## config.mk

```make
export PLATFORM = sky130hd
export DESIGN_NAME = bram_arb_34_11
export DESIGN_NICKNAME = d
export VERILOG_FILES = /design/src/rtl/bram_arb_34_11_pkg.sv /design/src/rtl/bram_arb_port_rr.sv /design/src/rtl/bram_arb_34_11.sv
export SDC_FILE = /design/constraint.sdc
export NUM_CORES = 1
export LEC_CHECK = 0
export BUFFER_PORTS_ARGS = -buffer_cell sky130_fd_sc_hd__buf_2
export CAP_MARGIN = 20
export CORE_ASPECT_RATIO = 0.7
export CORE_MARGIN = 8
export CORE_UTILIZATION = 26
export DETAILED_ROUTE_END_ITERATION = 10
export GPL_ROUTABILITY_DRIVEN = 0
export PLACE_DENSITY = 0.74
export RECOVER_POWER = 100
export SLEW_MARGIN = 20
export SYNTH_ARGS = -nofsm -noshare
export SYNTH_HDL_FRONTEND = slang
export SYNTH_HIERARCHICAL = 1
export SYNTH_SLANG_ARGS = --single-unit
```

## constraint.sdc

```tcl
create_clock -name clk -period 1.56 [get_ports clk]
set_input_delay 0.234 -clock clk [delete_from_list [all_inputs] [get_ports clk]]
set_output_delay 0.234 -clock clk [all_outputs]
set_load 0.05 [all_outputs]
```

## src/rtl/bram_arb_34_11_pkg.sv

```systemverilog
// Shared definitions for the BRAM arbiter: default geometry, the per-port
// arbitration state encoding and the stall counter helpers used when the
// optional BRAM_ARB_PERF_EN build is selected.
package bram_arb_34_11_pkg;

    localparam int DW_DEF  = 34;
    localparam int AW_DEF  = 11;
    localparam int STALL_W = 16;

    typedef enum logic [1:0] {
        IDLE_RR = 2'd0,
        OWN_A   = 2'd1,
        OWN_B   = 2'd2
    } arb_state_t;

    // Saturating increment for the stall counters.
    function automatic logic [STALL_W-1:0] sat_inc(input logic [STALL_W-1:0] v);
        return (&v) ? v : v + 1'b1;
    endfunction

endpackage

```

## src/rtl/bram_arb_port_rr.sv

```systemverilog
// Two-requester round-robin arbiter with burst lock. Bit 0 is client A,
// bit 1 is client B. A grant is combinational from req and the registered
// state; the transfer happens on the cycle where req and gnt are both high.
// A lock is only honoured on a cycle where its owner is granted; the owner
// then keeps exclusive grant until it drops its lock or its request.
// The pointer only moves on a tie resolved in IDLE_RR.
module bram_arb_port_rr
    import bram_arb_34_11_pkg::*;
(
    input  logic       clk,
    input  logic       rst_n,
    input  logic [1:0] req,
    input  logic [1:0] lock,
    output logic [1:0] gnt,
    output arb_state_t state_dbg
);

    arb_state_t state_q, state_d;
    logic       ptr_q, ptr_d;   // 0: A wins the next tie, 1: B wins

    // State and round-robin pointer registers.
    always_ff @(posedge clk or negedge rst_n) begin
        if (!rst_n) begin
            state_q <= IDLE_RR;
            ptr_q   <= 1'b0;
        end else begin
            state_q <= state_d;
            ptr_q   <= ptr_d;
        end
    end

    // Grant decode and next-state logic.
    always_comb begin
        gnt     = 2'b00;
        state_d = state_q;
        ptr_d   = ptr_q;
        case (state_q)
            IDLE_RR: begin
                if (req == 2'b11) begin
                    gnt   = ptr_q ? 2'b10 : 2'b01;
                    ptr_d = ~ptr_q;
                end else begin
                    gnt = req;
                end
                if (gnt[0] && lock[0]) begin
                    state_d = OWN_A;
                end else if (gnt[1] && lock[1]) begin
                    state_d = OWN_B;
                end
            end
            OWN_A: begin
                // B stays blocked even on a cycle where A idles.
                gnt[0] = req[0];
                if (!(req[0] && lock[0])) begin
                    state_d = IDLE_RR;
                end
            end
            OWN_B: begin
                gnt[1] = req[1];
                if (!(req[1] && lock[1])) begin
                    state_d = IDLE_RR;
                end
            end
            default: begin
                state_d = IDLE_RR;
            end
        endcase
    end

    assign state_dbg = state_q;

endmodule

```

## src/rtl/bram_arb_34_11.sv

```systemverilog
// Shares one simple dual-port BRAM (registered read address, 1-cycle read
// latency, write-first on same-address collisions) between the NTT engine
// (client A) and the host load/unload path (client B). Write and read ports
// are arbitrated independently by two bram_arb_port_rr instances.
// Optional macro BRAM_ARB_PERF_EN adds per-client saturating stall counters
// with a synchronous clear (perf_clr).
//
// Handshake: a client holds x_req (with its address/data) until it sees
// x_gnt high in the same cycle; that cycle is the transfer. For reads,
// x_rd_vld rises exactly one cycle after x_rd_gnt and qualifies rd_data.
module bram_arb_34_11
    import bram_arb_34_11_pkg::*;
#(
    parameter int DW = DW_DEF,
    parameter int AW = AW_DEF
) (
    input  logic          clk,
    input  logic          rst_n,
    input  logic          a_wr_req,
    input  logic          a_wr_lock,
    input  logic [AW-1:0] a_wr_addr,
    input  logic [DW-1:0] a_wr_din,
    output logic          a_wr_gnt,
    input  logic          a_rd_req,
    input  logic          a_rd_lock,
    input  logic [AW-1:0] a_rd_addr,
    output logic          a_rd_gnt,
    output logic          a_rd_vld,
    input  logic          b_wr_req,
    input  logic          b_wr_lock,
    input  logic [AW-1:0] b_wr_addr,
    input  logic [DW-1:0] b_wr_din,
    output logic          b_wr_gnt,
    input  logic          b_rd_req,
    input  logic          b_rd_lock,
    input  logic [AW-1:0] b_rd_addr,
    output logic          b_rd_gnt,
    output logic          b_rd_vld,
`ifdef BRAM_ARB_PERF_EN
    input  logic               perf_clr,
    output logic [STALL_W-1:0] a_stall_cnt,
    output logic [STALL_W-1:0] b_stall_cnt,
`endif
    output logic [DW-1:0] rd_data,
    output logic          mem_wr_en,
    output logic [AW-1:0] mem_wr_addr,
    output logic [DW-1:0] mem_wr_din,
    output logic [AW-1:0] mem_rd_addr,
    input  logic [DW-1:0] mem_rd_dout
);

    logic [1:0]    wr_gnt, rd_gnt;
    arb_state_t    wr_state_unused, rd_state_unused;
    logic [AW-1:0] rd_addr_q;

    bram_arb_port_rr u_wr_arb (
        .clk       (clk),
        .rst_n     (rst_n),
        .req       ({b_wr_req, a_wr_req}),
        .lock      ({b_wr_lock, a_wr_lock}),
        .gnt       (wr_gnt),
        .state_dbg (wr_state_unused)
    );

    bram_arb_port_rr u_rd_arb (
        .clk       (clk),
        .rst_n     (rst_n),
        .req       ({b_rd_req, a_rd_req}),
        .lock      ({b_rd_lock, a_rd_lock}),
        .gnt       (rd_gnt),
        .state_dbg (rd_state_unused)
    );

    assign a_wr_gnt = wr_gnt[0];
    assign b_wr_gnt = wr_gnt[1];
    assign a_rd_gnt = rd_gnt[0];
    assign b_rd_gnt = rd_gnt[1];

    // Write mux: granted client's address/data, zero when nobody writes.
    always_comb begin
        mem_wr_en   = a_wr_gnt | b_wr_gnt;
        mem_wr_addr = '0;
        mem_wr_din  = '0;
        if (a_wr_gnt) begin
            mem_wr_addr = a_wr_addr;
            mem_wr_din  = a_wr_din;
        end else if (b_wr_gnt) begin
            mem_wr_addr = b_wr_addr;
            mem_wr_din  = b_wr_din;
        end
    end

    // Read address mux: hold the last address when idle so rd_data is stable.
    always_comb begin
        mem_rd_addr = rd_addr_q;
        if (a_rd_gnt) begin
            mem_rd_addr = a_rd_addr;
        end else if (b_rd_gnt) begin
            mem_rd_addr = b_rd_addr;
        end
    end

    // Last read address and per-client read-valid strobes.
    always_ff @(posedge clk or negedge rst_n) begin
        if (!rst_n) begin
            rd_addr_q <= '0;
            a_rd_vld  <= 1'b0;
            b_rd_vld  <= 1'b0;
        end else begin
            rd_addr_q <= mem_rd_addr;
            a_rd_vld  <= a_rd_gnt;
            b_rd_vld  <= b_rd_gnt;
        end
    end

    assign rd_data = mem_rd_dout;

`ifdef BRAM_ARB_PERF_EN
    logic a_stall, b_stall;

    assign a_stall = (a_wr_req & ~a_wr_gnt) | (a_rd_req & ~a_rd_gnt);
    assign b_stall = (b_wr_req & ~b_wr_gnt) | (b_rd_req & ~b_rd_gnt);

    // Saturating stall counters, cleared by reset or perf_clr.
    always_ff @(posedge clk or negedge rst_n) begin
        if (!rst_n) begin
            a_stall_cnt <= '0;
            b_stall_cnt <= '0;
        end else if (perf_clr) begin
            a_stall_cnt <= '0;
            b_stall_cnt <= '0;
        end else begin
            if (a_stall) a_stall_cnt <= sat_inc(a_stall_cnt);
            if (b_stall) b_stall_cnt <= sat_inc(b_stall_cnt);
        end
    end
`endif

endmodule

```

==> results.txt, run 1 <==
clock slew at reported path FFs = 70 ps
Compound-Gate Fraction of Synth Area = 29.7%
Main synth FF type = dfrtp_1
count of boundary I/O pins = 253
synthesized area = 1600 um^2
Slew HR = 59.3%
Die H = 81.6 um
DR vias/cell = 4.82
PD cells = 1360 nW/um^2
Setup-failing EPs final = 60
Post-Syn Instances = 168
Hold Path Class = primary input to flip-flop
setup ws final = -451 ps
Initial Util = 26.2%
largest family of logic cells by synthesized area = compound AO/OA/AOI/OAI gates
setup tns final = -23,460 ps
worst slew pin tran = 612 ps
average size of a mapped cell = 9.52 um^2
share of cells above drive strength 1 = 87.1%
Sw Ratio = 48.7%
post-synthesis mux area share = 6.89%
n_diodes = 0
Unique masters post-synth = 21
# DRC = 0
Final min period = 2010 ps
Clock Latency Late Sink = 250 ps
Final Core Density = 65.1%
Synth area leaders = dfrtp_1 30%, a22o_1 24%, buf_4 17%, mux2i_1 6.9%, buf_6 3.5%
FP Rows = 24
Seq/Total Area, Yosys = 29.7%
max-cap violations = 0
Synth-to-Final Area Change = 148%
Worst setup SP type = flip-flop
via count = 2,097
cell taking the most area after synthesis = dfrtp_1
worst path arrival time = 1780 ps
switching power total = 0.00262 W
CP endpoint kind = output port
Layout Skew = 2.33 ps
initial DRC count = 75
P_int = 0.00276 W
clock buffer depth = 2
Max Freq = 497 MHz
dpl hpwl = 6710 um
Pre-antenna DRT Iters = 4
Congestion Overflow GR = 0
clk sinks = 19
DR WL/cell = 20.4 um
fin crit share = 129%
Final Max Tran Viols = 0
post-synthesis xor/xnor area fraction = 1.10%
Yosys reg bits = 19
top cells by count, synth = 44 x a22o_1, 36 x buf_4, 19 x dfrtp_1
PortBufs = 184
Critical Path RT = 1330 ps
number of CTS-inserted buffers = 3
H-tree depth = 1
share of Yosys cell area claimed by the top area cell type = 29.7%
LEAKAGE = 1.97 nW
antenna violations before repair = 0
core area = 6100 um^2
clock power share = 6.3%
CTS tree = done
Routed WL = 8880 um
combinational power share = 79.3%
Post-Synth Simple-Gate Area = 9.47%
unrepaired setup endpoints after global routing = yes
Synthesized Nets = 324
YS warnings = 6
pre-CTS WS = -260 ps
Post-synth EDFFs = 0
CP Max Fanout = 17
vias in the first global route = 2,360
Seq pwr share = 14.4%
global-route wire length before repair = 12,400 um
most common cell in the netlist = a22o_1
outcome = finished with violations
Post-synth ARST share = 100%
Hold Fails Final Rpt = 0
CTS root buffer = clkbuf_8
violated checks = setup timing
worst IR drop on VDD = 0.934 mV
Die Area = 8960 um^2
Post-Synth Adder-Cell Area = 0%
worst setup path class = flip-flop to output port
GRT Overall Usage = 17.5%
largest net degree at the start of global routing = 24
antenna-violating nets left = 0
Final nets = 514
die extent in x = 110 um
## cells in the final DEF, fill, tap and decap left out, drive strengths merged
| cell type | synthesis | layout |
|---|---|---|
| a22o | 44 | 44 |
| a311oi | 2 | 2 |
| a31oi | 2 | 2 |
| and4bb | 2 | 2 |
| buf | 46 | 225 |
| clkbuf | 1 | 10 |
| dfrtp | 19 | 19 |
| dlygate4sd3 | 0 | 1 |
| inv | 4 | 4 |
| mux2i | 11 | 11 |
| nand2 | 13 | 13 |
| nand2b | 2 | 2 |
| nor2b | 1 | 1 |
| nor3b | 4 | 4 |
| nor4bb | 2 | 2 |
| o21ai | 12 | 12 |
| or2 | 1 | 1 |
| xor2 | 2 | 2 |
## path summary, 6_finish.rpt
| check | startpoint | endpoint | slack, ps | cells past startpoint |
|---|---|---|---|---|
| hold reg to reg | u_wr_arb/ptr_q$_DFFE_PN0P_ | u_wr_arb/state_dbg[0]$_DFFE_PN0P_ | 580 | 1 |
| max in group asynchronous | rst_n | u_wr_arb/ptr_q$_DFFE_PN0P_ | 730 | 2 |
| setup reg to reg | u_rd_arb/state_dbg[1]$_DFFE_PN0P_ | rd_addr_q[9]$_DFF_PN0_ | 0 | 6 |
| setup / recovery | u_rd_arb/ptr_q$_DFFE_PN0P_ | mem_rd_addr[9] | -450 | 6 |
| hold / removal | a_wr_lock | u_wr_arb/state_dbg[0]$_DFFE_PN0P_ | 200 | 3 |
| min in group asynchronous | rst_n | rd_addr_q[0]$_DFF_PN0_ | 470 | 2 |
## power groups by stage
stage | combinational [W] | clock, W | sequential, W
2_1_floorplan | 0.00266 | 0 | 0.000753
3_3_place_gp | 0.00333 | 0 | 0.000709
3_5_place_dp | 0.00337 | 0 | 0.000723
4_1_cts | 0.00407 | 0.000347 | 0.000744
5_1_grt | 0.00443 | 0.000368 | 0.000790
6_report | 0.00427 | 0.000338 | 0.000775
## metal layers
| metal | up-vias | track usage, % | share of wire [%] |
|---|---|---|---|
| met5 | - | 0 | 0 |
| met4 | 0 | 4.16 | 1.5 |
| met3 | 10 | 6.27 | 11 |
| met2 | 115 | 32.7 | 54 |
| met1 | 1000 | 18.4 | 34 |
| li1 | 972 | - | - |
## flip-flops by register name, indices dropped and copies added, names as in the netlist
name,flops
a_rd_vld,1
b_rd_vld,1
rd_addr_q,11
u_rd_arb/state_dbg,2
u_rd_arb/ptr_q,1
u_wr_arb/ptr_q,1
u_wr_arb/state_dbg,2
## critical path, stage by stage (launching register included)
cell and delay, ps:
dfrtp_1 410, clkbuf_1 240, a31oi_4 150, buf_12 180, buf_4 150, o21ai_4 200, buf_8 180
## logic make-up after synthesis
logic type,after synthesis
AO/OA/AOI/OAI,60
AND/OR/NAND/NOR,25
buffers and inverters,51
XOR/XNOR,2
multiplexers,11
flip-flops,19
## repair_timing
item	in CTS	in global routing
pin swaps	4	4
gates resized for setup	145	25
hold buffers	1	0
hold endpoints to repair	19	0
setup buffers	6	10
setup endpoints to repair	61	64
cloned	1	1
## final cells by class
cell class,instances,area (um^2)
clock buffers,4,45.0
repair buffers,232,1850
flip-flops and latches,19,477
inverters,4,15.0
well taps,78,97.6
multi-input cells,98,1490
fillers,443,2130
## through the flow
stage / total power [W] / area, um^2 / hold WS (ps) / cells
finish: 0.00538 / 3970 / 203 / 435
global route: 0.00559 / 3970 / 202 / 435
CTS: 0.00516 / 3790 / 191 / 429
detailed placement: 0.00410 / 3190 / 204 / 418
global placement: 0.00404 / 3190 / 198 / 418
floorplan: 0.00341 / 2190 / -61.6 / 168
Power figures use the tool's default switching activity.
==> run 2, diff against run 1 <==
--- a/config.mk
+++ b/config.mk
@@ -7,13 +7,13 @@
 export LEC_CHECK = 0
 export BUFFER_PORTS_ARGS = -buffer_cell sky130_fd_sc_hd__buf_2
 export CAP_MARGIN = 20
-export CORE_ASPECT_RATIO = 0.7
-export CORE_MARGIN = 8
-export CORE_UTILIZATION = 26
+export CORE_AREA = 8 8 93 95
 export DETAILED_ROUTE_END_ITERATION = 10
+export DIE_AREA = 0 0 101 103
 export GPL_ROUTABILITY_DRIVEN = 0
-export PLACE_DENSITY = 0.74
+export PLACE_DENSITY = 0.63
 export RECOVER_POWER = 100
+export SKIP_LAST_GASP = 1
 export SLEW_MARGIN = 20
 export SYNTH_ARGS = -nofsm -noshare
 export SYNTH_HDL_FRONTEND = slang
==> constraint.sdc (replaced) <==
create_clock -name clk -period 2.5 [get_ports clk]
set_input_delay 0.375 -clock clk [delete_from_list [all_inputs] [get_ports clk]]
set_output_delay 0.375 -clock clk [all_outputs]
set_load 0.05 [all_outputs]
==> results.txt, run 2 (synthesis results as in run 1) <==
antenna-violating nets left = 0
most frequent cells in the layout = 160 x buf_2, 44 x a22o_1, 19 x dfrtp_1
CP Max Fanout = 48
dpl hpwl = 6880 um
R2R depth = 5
core area = 7140 um^2
global-route wire length before repair = 11,500 um
Max Freq = 414 MHz
LEAKAGE = 1.37 nW
Final Max Tran Viols = 0
P_int = 0.000945 W
Die H = 103 um
GRT Overall Usage = 14.3%
H-tree depth = 1
Final nets = 474
FP Rows = 31
max-cap violations = 0
vias in the first global route = 1,996
Routed WL = 8440 um
Setup-failing EPs final = 0
CTS root buffer = clkbuf_8
CTS tree = done
# DRC = 0
Clock Latency Late Sink = 250 ps
unrepaired setup endpoints after global routing = yes
worst path arrival time = 2040 ps
clock power share = 9.2%
clk sinks = 19
Die Area = 10,400 um^2
antenna violations before repair = 1
Synth-to-Final Area Change = 54.8%
worst setup path class = flip-flop to output port
Layout Skew = 1.31 ps
Pre-antenna DRT Iters = 4
Worst setup SP type = flip-flop
setup ws final = 86.6 ps
via count = 1,915
clock slew at reported path FFs = 70 ps
Hold Path Class = primary input to async pin
Seq pwr share = 19.2%
number of CTS-inserted buffers = 3
FF-to-FF Start = u_rd_arb/ptr_q$_DFFE_PN0P_
Final min period = 2410 ps
FF-to-FF End = rd_addr_q[6]$_DFF_PN0_
initial DRC count = 69
hold buffers post-CTS = 0
worst slew pin tran = 1020 ps
DR WL/cell = 20.2 um
die extent in x = 101 um
PD cells = 916 nW/um^2
most common cell after layout, fill and taps aside = buf_2
largest net degree at the start of global routing = 49
clock buffer depth = 2
Critical Path RT = 2120 ps
pre-CTS WS = -105 ps
Initial Util = 22.4%
switching power total = 0.00132 W
Worst R2R Setup Slack = 940 ps
combinational power share = 71.6%
outcome = finished clean
worst IR drop on VDD = 0.517 mV
Congestion Overflow GR = 0
PortBufs = 184
fin crit share = 96.5%
share of cells above drive strength 1 = 62.1%
Top reg by flops = rd_addr_q
WHS = 275 ps
count of boundary I/O pins = 253
Hold Fails Final Rpt = 0
Slew HR = 31.9%
Sw Ratio = 58.3%
CP endpoint kind = output port
number of flip-flops in the largest register = 11
DR vias/cell = 4.59
[run 2: cell count changes in the layout (fill, tap and decap cells not counted), sizes merged]
cell / delta
clkbuf: +18
dlygate4sd3: -1
diode: +1
buf: -59
nor2b: +2
[run 2: through the flow]
stage	instance area, um^2	instances	util, %	TNS (ps)	total power (W)
2_1_floorplan	1680	168	-	0	0.00183
3_3_place_gp	2410	408	33.7	-625	0.00206
3_5_place_dp	2410	408	33.7	-2160	0.00207
4_1_cts	2500	415	35.0	0	0.00232
5_1_grt	2470	417	34.7	-1020	0.00238
6_report	2470	417	34.7	0	0.00227
[run 2: worst max path at each step]
stage                     end                               from  cells after the start  slack, ps
2_1_floorplan  mem_rd_addr[8]  u_rd_arb/state_dbg[1]$_DFFE_PN0P_                      5         60
3_5_place_dp    mem_wr_din[1]                           a_wr_req                      6       -110
3_3_place_gp   mem_wr_din[33]                           a_wr_req                      6        -80
5_1_grt        mem_wr_addr[2]  u_wr_arb/state_dbg[0]$_DFFE_PN0P_                      4        -60
6_report        mem_wr_din[3]  u_wr_arb/state_dbg[1]$_DFFE_PN0P_                      5         90
4_1_cts         mem_wr_din[1]  u_wr_arb/state_dbg[0]$_DFFE_PN0P_                      4         30
[run 2: worst max-delay path, cell delays in order (launching register included)]
cell and delay (ps):
dfrtp_1 390, nand2b_1 200, a31oi_4 340, buf_8 310
a22o_1 210, clkbuf_2 300
[run 2: area by class of cell]
type	count	area (um^2)
fillers	803	4660
repair buffers	190	978
multi-input cells	100	835
flip-flops and latches	19	475
well taps	99	124
clock buffers	4	45.0
inverters	4	15.0
diodes	1	2.50
[run 2: power by group through the flow]
stage / Clock, W / Combinational [W] / Sequential [W]
4_1_cts: 0.000215 / 0.00167 / 0.000436
3_5_place_dp: 0 / 0.00163 / 0.000440
6_report: 0.000208 / 0.00162 / 0.000435
2_1_floorplan: 0 / 0.00136 / 0.000461
5_1_grt: 0.000226 / 0.00171 / 0.000446
3_3_place_gp: 0 / 0.00162 / 0.000436
[run 2: what timing repair did]
action | in CTS | in global routing
resized for setup | 2 | 3
gates cloned | 1 | 1
setup buffers | 2 | 0
endpoints found under the hold margin | 0 | 0
endpoints found under the setup margin | 50 | 26
pin swaps | 1 | 0
[run 2: metal layers]
metal	vias up	wire length (um)	global-route usage, %	share of wire [%]
met5	-	0	0	0
met4	0	79	3.55	0.94
met3	6	1290	7.36	15
met2	146	3940	23.8	47
met1	876	3130	15.8	37
li1	887	-	-	-
==> run 3, diff against run 2 <==
--- a/config.mk
+++ b/config.mk
@@ -7,11 +7,14 @@
 export LEC_CHECK = 0
 export BUFFER_PORTS_ARGS = -buffer_cell sky130_fd_sc_hd__buf_2
 export CAP_MARGIN = 20
-export CORE_AREA = 8 8 93 95
+export CELL_PAD_IN_SITES_DETAIL_PLACEMENT = 0
+export CELL_PAD_IN_SITES_GLOBAL_PLACEMENT = 1
+export CORE_ASPECT_RATIO = 0.7
+export CORE_MARGIN = 8
+export CORE_UTILIZATION = 19
 export DETAILED_ROUTE_END_ITERATION = 10
-export DIE_AREA = 0 0 101 103
 export GPL_ROUTABILITY_DRIVEN = 0
-export PLACE_DENSITY = 0.63
+export PLACE_DENSITY = 0.85
 export RECOVER_POWER = 100
 export SKIP_LAST_GASP = 1
 export SLEW_MARGIN = 20
==> results.txt, run 3 (synthesis results as in run 1) <==
Worst R2R Setup Slack = 900 ps
Die Area = 11,700 um^2
final std cells w/o fill = 419
worst IR drop on VDD = 0.443 mV
share of cells above drive strength 1 = 65.0%
worst slew pin tran = 1060 ps
Final min period = 2390 ps
dpl cells = 415
Top reg by flops = rd_addr_q
number of CTS-inserted buffers = 3
outcome = finished clean
initial DRC count = 56
Post-CTS Setup Bufs = 0
slowest CP cell = nor3b_1
Max Freq = 419 MHz
H-tree depth = 1
worst setup path class = flip-flop to output port
Synth-to-Final Area Change = 56.1%
max-cap violations = 0
number of flip-flops in the largest register = 11
Worst setup SP type = flip-flop
M1 WL = 2760 um
Final nets = 471
fill count = 874
Pre-antenna DRT Iters = 4
largest net degree at the start of global routing = 49
# DRC = 0
CP Max Fanout = 13
slowest stage delay, CP = 440 ps
Routed WL = 7090 um
worst path arrival time = 2010 ps
dpl hpwl = 6140 um
most frequent cells in the layout = 125 x buf_2, 53 x clkbuf_2, 44 x a22o_1
count of boundary I/O pins = 253
Die H = 92.8 um
core area = 8300 um^2
DR WL/cell = 16.9 um
FP Rows = 28
Initial Util = 19.3%
met2 wire length = 3320 um
CTS root buffer = clkbuf_16
PortBufs = 184
Setup-failing EPs final = 0
Final Total Pwr = 0.00236 W
setup tns final = 0 ps
R2R depth = 5
n_diodes = 0
die extent in x = 126 um
FF-to-FF End = rd_addr_q[10]$_DFF_PN0_
worst path cell trace = nor3b_1 -> nor3b_4 -> buf_4 -> mux2i_1 -> o21ai_2 -> clkbuf_2
max layer used = met4
FF-to-FF Start = u_rd_arb/ptr_q$_DFFE_PN0P_
fin crit share = 95.5%
Top delay family on crit path = buffers and inverters
most common cell after layout, fill and taps aside = buf_2
clk sinks = 19
antenna violations before repair = 0
Clock Latency Late Sink = 250 ps
GRT Overall Usage = 11.0%
Slew HR = 29.6%
DR vias/cell = 4.45
antenna-violating nets left = 0
via count = 1,865
LEAKAGE = 1.37 nW
routed length on met3 = 989 um
Congestion Overflow GR = 0
Final Max Tran Viols = 0
unrepaired setup endpoints after global routing = no
PD cells = 947 nW/um^2
Crit path buffers/inverters = 2
Hold Path Class = primary input to async pin
clock buffer depth = 2
Hold Fails Final Rpt = 0
Layout Skew = 1.37 ps
vias in the first global route = 1,940
global-route wire length before repair = 10,700 um
CP endpoint kind = output port
clock slew at reported path FFs = 60 ps
CTS tree = done
Critical Path RT = 2120 ps
run 3: repair_timing:
| action | 4_1_cts | 5_1_grt |
|---|---|---|
| hold buffers | 0 | 0 |
| endpoints found under the setup margin | 0 | 44 |
| resized for setup | 0 | 2 |
run 3: per-stage QoR:
step	util, %	cell area [um^2]	hold slack [ps]	setup WS [ps]
after floorplan	-	1680	79.4	60.9
after global placement	29.1	2420	345	286
after global routing	30.1	2500	349	16.0
after detailed placement	29.1	2420	341	270
final	30.1	2500	293	113
after CTS	30.0	2490	75.0	60.0
run 3: worst register-to-register path, cell delays in order (launching register included):
cell and delay (ps):
dfrtp_1 430, nor3b_1 440, nor3b_4 70, buf_4 220
mux2i_1 230, o21ai_2 80
run 3: worst max path at each step:
stage,from,to,slack (ps),cells after the start
after CTS,u_wr_arb/ptr_q$_DFFE_PN0P_,mem_wr_din[29],60,6
after global routing,u_wr_arb/state_dbg[1]$_DFFE_PN0P_,mem_wr_din[4],20,5
after floorplan,u_rd_arb/state_dbg[1]$_DFFE_PN0P_,mem_rd_addr[8],60,5
after detailed placement,a_wr_req,mem_wr_din[4],270,7
after global placement,a_wr_req,mem_wr_din[11],290,7
final,u_rd_arb/ptr_q$_DFFE_PN0P_,mem_rd_addr[7],110,6
run 3: per-layer routing:
layer  vias up  GRT usage [%]
met5         -              0
met3         4           6.08
met2       134           18.2
li1        890              -
met1       837           12.6
met4         0           1.51
run 3: power by group:
group | leakage, nW | switching (W) | internal, W
combinational | 1.10 | 0.00116 | 0.000419
clock | 0.0382 | 0.000118 | 0.000217
sequential | 0.235 | 0.0000536 | 0.000394
total | 1.37 | 0.00133 | 0.00103
run 3: cell type report:
type                    instances  area, um^2  area share (%)
repair buffers                189         955            38.2
multi-input cells              98         841            33.7
flip-flops and latches         19         475            19.0
well taps                     105         131            5.26
clock buffers                   4        78.8            3.16
inverters                       4        15.0           0.602
